--- src/rtl/matchstick_game_ctrl_if.sv ---
// Button/switch inputs and display outputs of the matchsticks game controller.
// master: board/bench side driving raw inputs; slave: the controller.
interface matchstick_game_ctrl_if;
    logic        btn_confirm;
    logic        btn_new;
    logic [3:0]  take;
    logic [15:0] sticks;
    logic        user;
    logic        wrong;
    logic        finish;

    modport master (
        output btn_confirm, btn_new, take,
        input  sticks, user, wrong, finish
    );

    modport slave (
        input  btn_confirm, btn_new, take,
        output sticks, user, wrong, finish
    );
endinterface

--- src/rtl/matchstick_game_ctrl.sv ---
// Turn/score controller for the two-player matchsticks game.
// Holds the pile, validates each take, alternates players; the last-stick taker loses.
// Raw buttons/switches are synchronised here; button debounce is added when
// MATCHSTICK_DEBOUNCE_EN is defined (take is never debounced).
//
// state | meaning
// PLAY  | waiting for a confirm from the player in 'user'
// WRONG | illegal move shown, wrong held for WRONG_CYCLES clocks, confirms ignored
// DONE  | pile empty, 'user' is the loser, waits for new game
module matchstick_game_ctrl #(
    parameter int INIT_STICKS     = 21,
    parameter int MAX_TAKE        = 3,
    parameter int WRONG_CYCLES    = 50_000_000,
    parameter int DEBOUNCE_CYCLES = 500_000
) (
    input  logic                  clk,
    input  logic                  rst,
    matchstick_game_ctrl_if.slave bus
);

    localparam int WCW = (WRONG_CYCLES > 1) ? $clog2(WRONG_CYCLES) : 1;
    localparam logic [3:0]     MAX_TAKE_L   = 4'(MAX_TAKE);
    localparam logic [15:0]    INIT_L       = 16'(INIT_STICKS);
    localparam logic [WCW-1:0] WRONG_LOAD_L = WCW'(WRONG_CYCLES - 1);

    if (INIT_STICKS < 1 || INIT_STICKS > 999) begin : g_bad_init
        $error("INIT_STICKS out of range 1..999");
    end
    if (MAX_TAKE < 1 || MAX_TAKE > 15) begin : g_bad_max
        $error("MAX_TAKE out of range 1..15");
    end
    if (WRONG_CYCLES < 1) begin : g_bad_wrong
        $error("WRONG_CYCLES must be >= 1");
    end
    if (DEBOUNCE_CYCLES < 1) begin : g_bad_db
        $error("DEBOUNCE_CYCLES must be >= 1");
    end

    typedef enum logic [1:0] {PLAY, WRONG, DONE} state_t;

    logic       confirm_s1, confirm_s2, new_s1, new_s2;
    logic [3:0] take_s1, take_s2;
    logic       confirm_lvl, new_lvl, confirm_prev, new_prev;
    logic       confirm_pulse, new_pulse;

    // Two-flop synchronisers for the raw board inputs.
    always_ff @(posedge clk or posedge rst) begin
        if (rst) begin
            confirm_s1 <= 1'b0;
            confirm_s2 <= 1'b0;
            new_s1     <= 1'b0;
            new_s2     <= 1'b0;
            take_s1    <= 4'd0;
            take_s2    <= 4'd0;
        end else begin
            confirm_s1 <= bus.btn_confirm;
            confirm_s2 <= confirm_s1;
            new_s1     <= bus.btn_new;
            new_s2     <= new_s1;
            take_s1    <= bus.take;
            take_s2    <= take_s1;
        end
    end

`ifdef MATCHSTICK_DEBOUNCE_EN
    localparam int DBW = (DEBOUNCE_CYCLES > 1) ? $clog2(DEBOUNCE_CYCLES) : 1;
    localparam logic [DBW-1:0] DB_LOAD_L = DBW'(DEBOUNCE_CYCLES - 1);

    logic           confirm_db, new_db;
    logic [DBW-1:0] confirm_cnt, new_cnt;

    // Debounce: the accepted level flips only after DEBOUNCE_CYCLES consecutive
    // disagreeing clocks; any agreeing clock reloads the down-counter.
    always_ff @(posedge clk or posedge rst) begin
        if (rst) begin
            confirm_db  <= 1'b0;
            new_db      <= 1'b0;
            confirm_cnt <= DB_LOAD_L;
            new_cnt     <= DB_LOAD_L;
        end else begin
            if (confirm_s2 == confirm_db) begin
                confirm_cnt <= DB_LOAD_L;
            end else if (confirm_cnt == '0) begin
                confirm_db  <= confirm_s2;
                confirm_cnt <= DB_LOAD_L;
            end else begin
                confirm_cnt <= confirm_cnt - 1'b1;
            end

            if (new_s2 == new_db) begin
                new_cnt <= DB_LOAD_L;
            end else if (new_cnt == '0) begin
                new_db  <= new_s2;
                new_cnt <= DB_LOAD_L;
            end else begin
                new_cnt <= new_cnt - 1'b1;
            end
        end
    end

    assign confirm_lvl = confirm_db;
    assign new_lvl     = new_db;
`else
    assign confirm_lvl = confirm_s2;
    assign new_lvl     = new_s2;
`endif

    // Previous-level registers for rising-edge detection.
    always_ff @(posedge clk or posedge rst) begin
        if (rst) begin
            confirm_prev <= 1'b0;
            new_prev     <= 1'b0;
        end else begin
            confirm_prev <= confirm_lvl;
            new_prev     <= new_lvl;
        end
    end

    assign confirm_pulse = confirm_lvl & ~confirm_prev;
    assign new_pulse     = new_lvl & ~new_prev;

    state_t         state;
    logic [15:0]    sticks_q;
    logic           user_q, wrong_q, finish_q;
    logic [WCW-1:0] wrong_cnt;
    logic [15:0]    take_ext;
    logic           legal;

    assign take_ext = {12'd0, take_s2};
    assign legal    = (take_s2 != 4'd0) && (take_s2 <= MAX_TAKE_L) && (take_ext <= sticks_q);

    // Game FSM; new-game pulse overrides everything, including a WRONG countdown.
    always_ff @(posedge clk or posedge rst) begin
        if (rst) begin
            state     <= PLAY;
            sticks_q  <= INIT_L;
            user_q    <= 1'b0;
            wrong_q   <= 1'b0;
            finish_q  <= 1'b0;
            wrong_cnt <= '0;
        end else if (new_pulse) begin
            state     <= PLAY;
            sticks_q  <= INIT_L;
            user_q    <= 1'b0;
            wrong_q   <= 1'b0;
            finish_q  <= 1'b0;
            wrong_cnt <= '0;
        end else begin
            case (state)
                PLAY: begin
                    if (confirm_pulse) begin
                        if (legal) begin
                            sticks_q <= sticks_q - take_ext;
                            if (take_ext == sticks_q) begin
                                finish_q <= 1'b1;
                                state    <= DONE;
                            end else begin
                                user_q <= ~user_q;
                            end
                        end else begin
                            wrong_q   <= 1'b1;
                            wrong_cnt <= WRONG_LOAD_L;
                            state     <= WRONG;
                        end
                    end
                end
                WRONG: begin
                    if (wrong_cnt == '0) begin
                        wrong_q <= 1'b0;
                        state   <= PLAY;
                    end else begin
                        wrong_cnt <= wrong_cnt - 1'b1;
                    end
                end
                DONE: begin
                end
                default: state <= PLAY;
            endcase
        end
    end

    assign bus.sticks = sticks_q;
    assign bus.user   = user_q;
    assign bus.wrong  = wrong_q;
    assign bus.finish = finish_q;

endmodule

--- src/flat_wrapper.sv ---
// flat-port wrapper written by rule: the top's interface ports become plain ports
module matchstick_game_ctrl_flat 
#(
    parameter int INIT_STICKS     = 21,
    parameter int MAX_TAKE        = 3,
    parameter int WRONG_CYCLES    = 50_000_000,
    parameter int DEBOUNCE_CYCLES = 500_000
)
  (clk, rst, bus_btn_confirm, bus_btn_new, bus_take, bus_sticks, bus_user, bus_wrong, bus_finish);
  matchstick_game_ctrl_if bus_i ();
  input  logic clk;
  input  logic rst;
  input wire logic [$bits(bus_i.btn_confirm)-1:0] bus_btn_confirm;
  input wire logic [$bits(bus_i.btn_new)-1:0] bus_btn_new;
  input wire logic [$bits(bus_i.take)-1:0] bus_take;
  output wire logic [$bits(bus_i.sticks)-1:0] bus_sticks;
  output wire logic [$bits(bus_i.user)-1:0] bus_user;
  output wire logic [$bits(bus_i.wrong)-1:0] bus_wrong;
  output wire logic [$bits(bus_i.finish)-1:0] bus_finish;
  assign bus_i.btn_confirm = bus_btn_confirm;
  assign bus_i.btn_new = bus_btn_new;
  assign bus_i.take = bus_take;
  assign bus_sticks = bus_i.sticks;
  assign bus_user = bus_i.user;
  assign bus_wrong = bus_i.wrong;
  assign bus_finish = bus_i.finish;
  matchstick_game_ctrl #(.INIT_STICKS(INIT_STICKS), .MAX_TAKE(MAX_TAKE), .WRONG_CYCLES(WRONG_CYCLES), .DEBOUNCE_CYCLES(DEBOUNCE_CYCLES)) u_core (.clk(clk), .rst(rst), .bus(bus_i));
endmodule
--- config.mk ---
export PLATFORM = sky130hd
export DESIGN_NAME = matchstick_game_ctrl_flat
export DESIGN_NICKNAME = d
export VERILOG_FILES = /design/src/rtl/matchstick_game_ctrl_if.sv /design/src/rtl/matchstick_game_ctrl.sv /design/src/flat_wrapper.sv
export SDC_FILE = /design/constraint.sdc
export NUM_CORES = 1
export LEC_CHECK = 0
export ABC_AREA = 1
export BUFFER_PORTS_ARGS = -buffer_cell sky130_fd_sc_hd__buf_2
export CORE_MARGIN = 10
export CORE_UTILIZATION = 35
export CTS_BUF_LIST = sky130_fd_sc_hd__clkbuf_4
export CTS_CLUSTER_DIAMETER = 200
export DETAILED_ROUTE_END_ITERATION = 10
export REMOVE_ABC_BUFFERS = 1
export SLEW_MARGIN = 20
export SYNTH_ARGS = -nofsm -noshare
export SYNTH_HDL_FRONTEND = slang
export SYNTH_SLANG_ARGS = --single-unit
--- constraint.sdc ---
create_clock -name clk -period 2.2 [get_ports clk]
set_input_delay 0.44 -clock clk [delete_from_list [all_inputs] [get_ports clk]]
set_output_delay 0.44 -clock clk [all_outputs]
set_load 0.02 [all_outputs]
======== Word-level counts from Yosys, hierarchy flattened ========
Cells that the tools add are included.
storage, ports and cells
  logic and storage cells ................. 79
  flip-flop bits (word level) ............. 61
  memory bits (read-only) ................. 0
  output and inout bits ................... 19
  bits in latches ......................... 0
  memories kept ........................... 0
  RAM bits ................................ 0
operators by class
  bitwise gates (word level) .............. 5
  $mul .................................... 0
  div/mod/pow operators ................... 0
  reductions and logical operators ........ 16
  $lt $le $gt $ge ......................... 2
  $add $sub $neg .......................... 2
  muxes and demuxes ....................... 30
  equal/unequal tests ..................... 10
  shift operators ......................... 0
operator list
  kind                     number
  $mux W26                 4
  $mux W16                 4
  $pmux W26 S2             1
  $logic_not A26 Y1        1
  $sub A26 B1 Y26 const B  1
  $reduce_and A4 Y1        5
  $eq A4 B16 Y1            1
  $le A4 B16 Y1            1
  $sub A16 B4 Y16          1
  $mux W1                  14
  $mux W2                  5
  $reduce_bool A2 Y1       4
  $ne A3 B1 Y1 const B     2
  $ne A3 B2 Y1 const B     2
  $pmux W2 S3              1
  $le A4 B2 Y1 const B     1
  $ne A2 B1 Y1 const B     2
  $ne A4 B3 Y1 const B     1
  $reduce_bool A4 Y1       1
  $not A1 Y1               3
  $reduce_and A3 Y1        1
  $reduce_bool A3 Y1       1
  $and A1 B1 Y1            2
  $eq A2 B1 Y1 const B     1
  other kinds (4)          5

======== Depth between registers and ports, before layout ========
  depth after elaboration ................. 7
  depth in mapped cells ................... 14

======== Worst setup path after synthesis ========
Ideal clock, no wire load.
  path type ............................... register to register
  start point ............................. register u_core.sticks_q[0], in the netlist u_core.bus.sticks[0]
  end point ............................... register u_core.wrong_cnt[1]
  setup slack ............................. 0.105 ns
  buffers on the path ..................... 1
  library setup time ...................... 0.117 ns
  stages on the path, launching flop included .. 15
  arrival ................................. 1.978 ns
  required time ........................... 2.083 ns
  cells stage by stage .................... dfstp_2 > inv_1 > ha_1 > inv_1 > fa_1 > nand2_1 > nand2_1 > nand2_1 > nand4_1 > nand3_2 > nand3_1 > nand2_2 > buf_4 > nand2_1 > nand2_1
between the ends
  longest elaborated chain between the ends .. 4
RTL lines
  item                                RTL line                     RTL
  start: declaration                  matchstick_game_ctrl.sv:123  logic [15:0] sticks_q;
  start signal: assignment            matchstick_game_ctrl.sv:153  sticks_q <= sticks_q - take_ext;
  $le A4 B16 Y1                       matchstick_game_ctrl.sv:130  assign legal = (take_s2 != 4'd0) && (take_s2 <= MAX_TAKE_L) && (take_ext <= sticks_q);
  $logic_and A1 B1 Y1                 matchstick_game_ctrl.sv:130
  $ne A3 B2 Y1 (no source line)       n/a
  $reduce_and A4 Y1 (no source line)  n/a
  end signal: assignment              matchstick_game_ctrl.sv:172  wrong_cnt <= wrong_cnt - 1'b1;
  end: declaration                    matchstick_game_ctrl.sv:125  logic [WCW-1:0] wrong_cnt;
Every way passes these cells.
A chain may end at the register's enable or synchronous reset.

======== Worst setup path in the final report ========
  start point ............................. register u_core.sticks_q[0], in the netlist u_core.bus.sticks[0]
  end point ............................... register u_core.wrong_cnt[25]
Same word-level chain as after synthesis.

==> impl_metrics.ini <==
[status]
status = finished with violations
failed_checks = setup timing

[drt]
ant_nets = 0
drtPass1Iterations = 4
route.vias.total = 3296
drt_iter0_markers = 200
drc = 0
wl_per_cell_um = 13.4
viasPerCell = 4.91
wirelength_mm = 8.98

[finish]
fin_cells = 671
utilization = 0.442
fillCellCount = 1010
areaGrowthSynthToFinish_pct = 23.0
antennaDiodeCount = 0
final_nets = 547
finalInstanceArea_um2 = 4320
drive_gt1_frac = 0.216

[floorplan]
start_util = 0.359
die_y_um = 120
rows = 36
dieWidth_um = 120
fp.dieArea_um2 = 14400
core_region_area_um2 = 9770
ioPinCount = 27

[timing]
worst_slew_pin_slew_ps = 514
slew_viol_final = 0
skew_ps = 14.4
finalCritPeriodShare = 1.00
postLayoutSetupSlackWorst_ps = -7.04
max_slew_margin = 0.655
setup_viol = 4
setup_tns_ps = -18.4
finalHoldViolations = 0
min_period_ps = 2210
rsz0062_at_grt = true
fmax_mhz = 453

[placed_design]
placed_area_um2 = 3820
dpl.hpwl_mm = 5.89
place.gp.congestion = 0.868
io_buffers = 26
dpl.cell_count = 639

[critical_path]
end_kind = register
critPathMaxFanout = 10
crit_path_frequent_cell = nand2_1
crit_path_max_incr_delay_ps = 390
path_cells = inv_2 > ha_4 > inv_4 > fa_2 > nand2_1 > nand2_1 > nand2_2 > nand4_1 > nand3_2 > nand3_4 > clkbuf_16 > nand2_1 > nand2_1
r2r.worst_path.cells = 13
critPathLaunch = u_core.bus.sticks[0]
worstPathArrival_ps = 2530
cp.buffers_inverters = 3
cp.depth = 13
cp.required_ps = 2520
rrSetupSlack_ps = -7
crit_family = simple AND/OR/NAND/NOR gates
worstSetupPathType = reg -> reg
startpoint_type = register
rr_startpoint = u_core.bus.sticks[0]
slowest_stage = dfstp_2

[global_route]
grt_pass1_wl_mm = 14.4
grt_usage = 0.121
grt_pass1_vias = 3056
grt_max_degree = 42
grt_overflow = 0
antenna_found_initial = 0

[clock_network]
clkTransAtPathRegs_ps = 100
insertion_delay_ps = 430
cts_tree = built
cts-htree-levels = 3
cts_max_path_buffers = 2
cts_buffers = 9
cts_sinks = 61
cts-root-buf = clkbuf_4

[synthesis]
yosysSeqAreaShare = 0.436
avgSynthCellArea_um2 = 7.27
syn_inst = 483
synth_cell_types = 31
syn_area_um2 = 3510
synth-warning-count = 0
synth_ff_type = dfrtp_1
synth-seq-cells = 61
synth_edf_count = 0
synthArstFlopShare = 1.00

[power]
worst_ir_drop_vdd_mv = 0.552
power.leakage_nw = 2.14
cellPowerDensity_nw_per_um2 = 1320
finalPower_w = 0.00570

[min_path]
min-delay-start = bus_btn_new
whs_path_depth = 1
hold_class = in -> reg

[run]
drv_cap = 0
synth_stat cells (2+ instances only):
master,number,area (um2)
clkbuf_1,4,15.0
o21ai_0,31,155
or2_1,2,12.5
nand4_1,15,93.8
a21oi_1,8,40.0
dfrtp_1,58,1450
nor2_2,4,25.0
nand2_2,3,18.8
nand3_2,3,30.0
dfstp_2,3,78.8
inv_1,41,154
or2_2,2,12.5
ha_1,5,62.6
xor2_1,6,52.6
buf_2,4,20.0
nand2_1,147,552
a21o_1,4,30.0
buf_6,3,33.8
nand3_1,37,185
nand3b_1,4,30.0
o21bai_1,4,30.0
nor3_1,5,25.0
nor2_1,66,248
o21ai_1,14,70.1
inv_2,4,15.0
worst paths after layout:
check	to
setup / recovery	u_core.wrong_cnt[25]
hold / removal	u_core.new_s1
setup reg to reg	u_core.wrong_cnt[25]
hold reg to reg	u_core.take_s2[3]
max in group asynchronous	u_core.bus.sticks[4]
min in group asynchronous	u_core.wrong_cnt[8]
cell usage in the layout (no fill, tap or decap), drive strengths merged, types with 8 or more instances in the layout:
| cell type | netlist | routed |
|---|---|---|
| clkbuf | 4 | 14 |
| dfrtp | 58 | 58 |
| buf | 8 | 46 |
| inv | 45 | 45 |
| a21oi | 8 | 8 |
| nand3 | 40 | 40 |
| nand2 | 150 | 151 |
| o21ai | 45 | 45 |
| nand4 | 15 | 15 |
| nor2 | 71 | 71 |
area by class of cell:
class,instances,area (um2),share of cell area
Inverter,45,176,0.0409
Clock inverter,5,51.3,0.0119
Clock buffer,11,82.6,0.0191
Timing Repair Buffer,50,409,0.0948
Sequential cell,61,1530,0.354
Multi-Input combinational cell,366,1900,0.440
Tap cell,133,166,0.0385
routing by layer:
metal,vias up,routed length (um),global-route usage
met5,-,0,0
met4,0,117,0.0505
met3,10,572,0.0408
met2,79,4340,0.194
met1,1537,3950,0.147
li1,1670,-,-
power by group:
part / internal, W / switching (W) / total, W
combinational: 0.00114 / 0.00187 / 0.00301
clock: 0.000364 / 0.000421 / 0.000785
sequential: 0.00149 / 0.000420 / 0.00191
total: 0.00299 / 0.00271 / 0.00570
metrics by stage:
stage               hold WS (ps)  worst slack, ps
CTS                         75.7             2.97
detailed placement           337            -18.1
finish                       105            -7.04
global route                70.0             -119
floorplan                    331            -88.7
global placement             336             75.7
sequential cells by signal, summed over array words and instances (netlist names):
signal               flops
u_core.bus.user          1
u_core.take_s1           4
u_core.confirm_prev      1
u_core.new_s1            1
u_core.bus.finish        1
u_core.confirm_lvl       1
u_core.take_s2           4
u_core.new_lvl           1
u_core.wrong_cnt        26
u_core.confirm_s1        1
u_core.state             2
u_core.new_prev          1
u_core.bus.wrong         1
u_core.bus.sticks       16
logic make-up (layout without fill, tap and decap cells):
group	Yosys count	after routing	share of synthesized area
AND/OR/NAND/NOR	290	291	0.359
AO/OA/AOI/OAI	63	63	0.0970
flip-flops	61	61	0.436
buffers and inverters	57	111	0.0699
adder cells (fa/ha/maj)	6	6	0.0235
XOR/XNOR	6	6	0.0150
what timing repair did:
action | 4_1_cts | 5_1_grt
hold endpoints to repair | 6 | 0
pin swaps | 0 | 8
endpoints found under the setup margin | 16 | 43
hold buffers | 1 | 0
resized for setup | 2 | 56
cloned | 0 | 7
setup buffers | 0 | 8
Note: power is estimated with default switching activity, not from simulation.
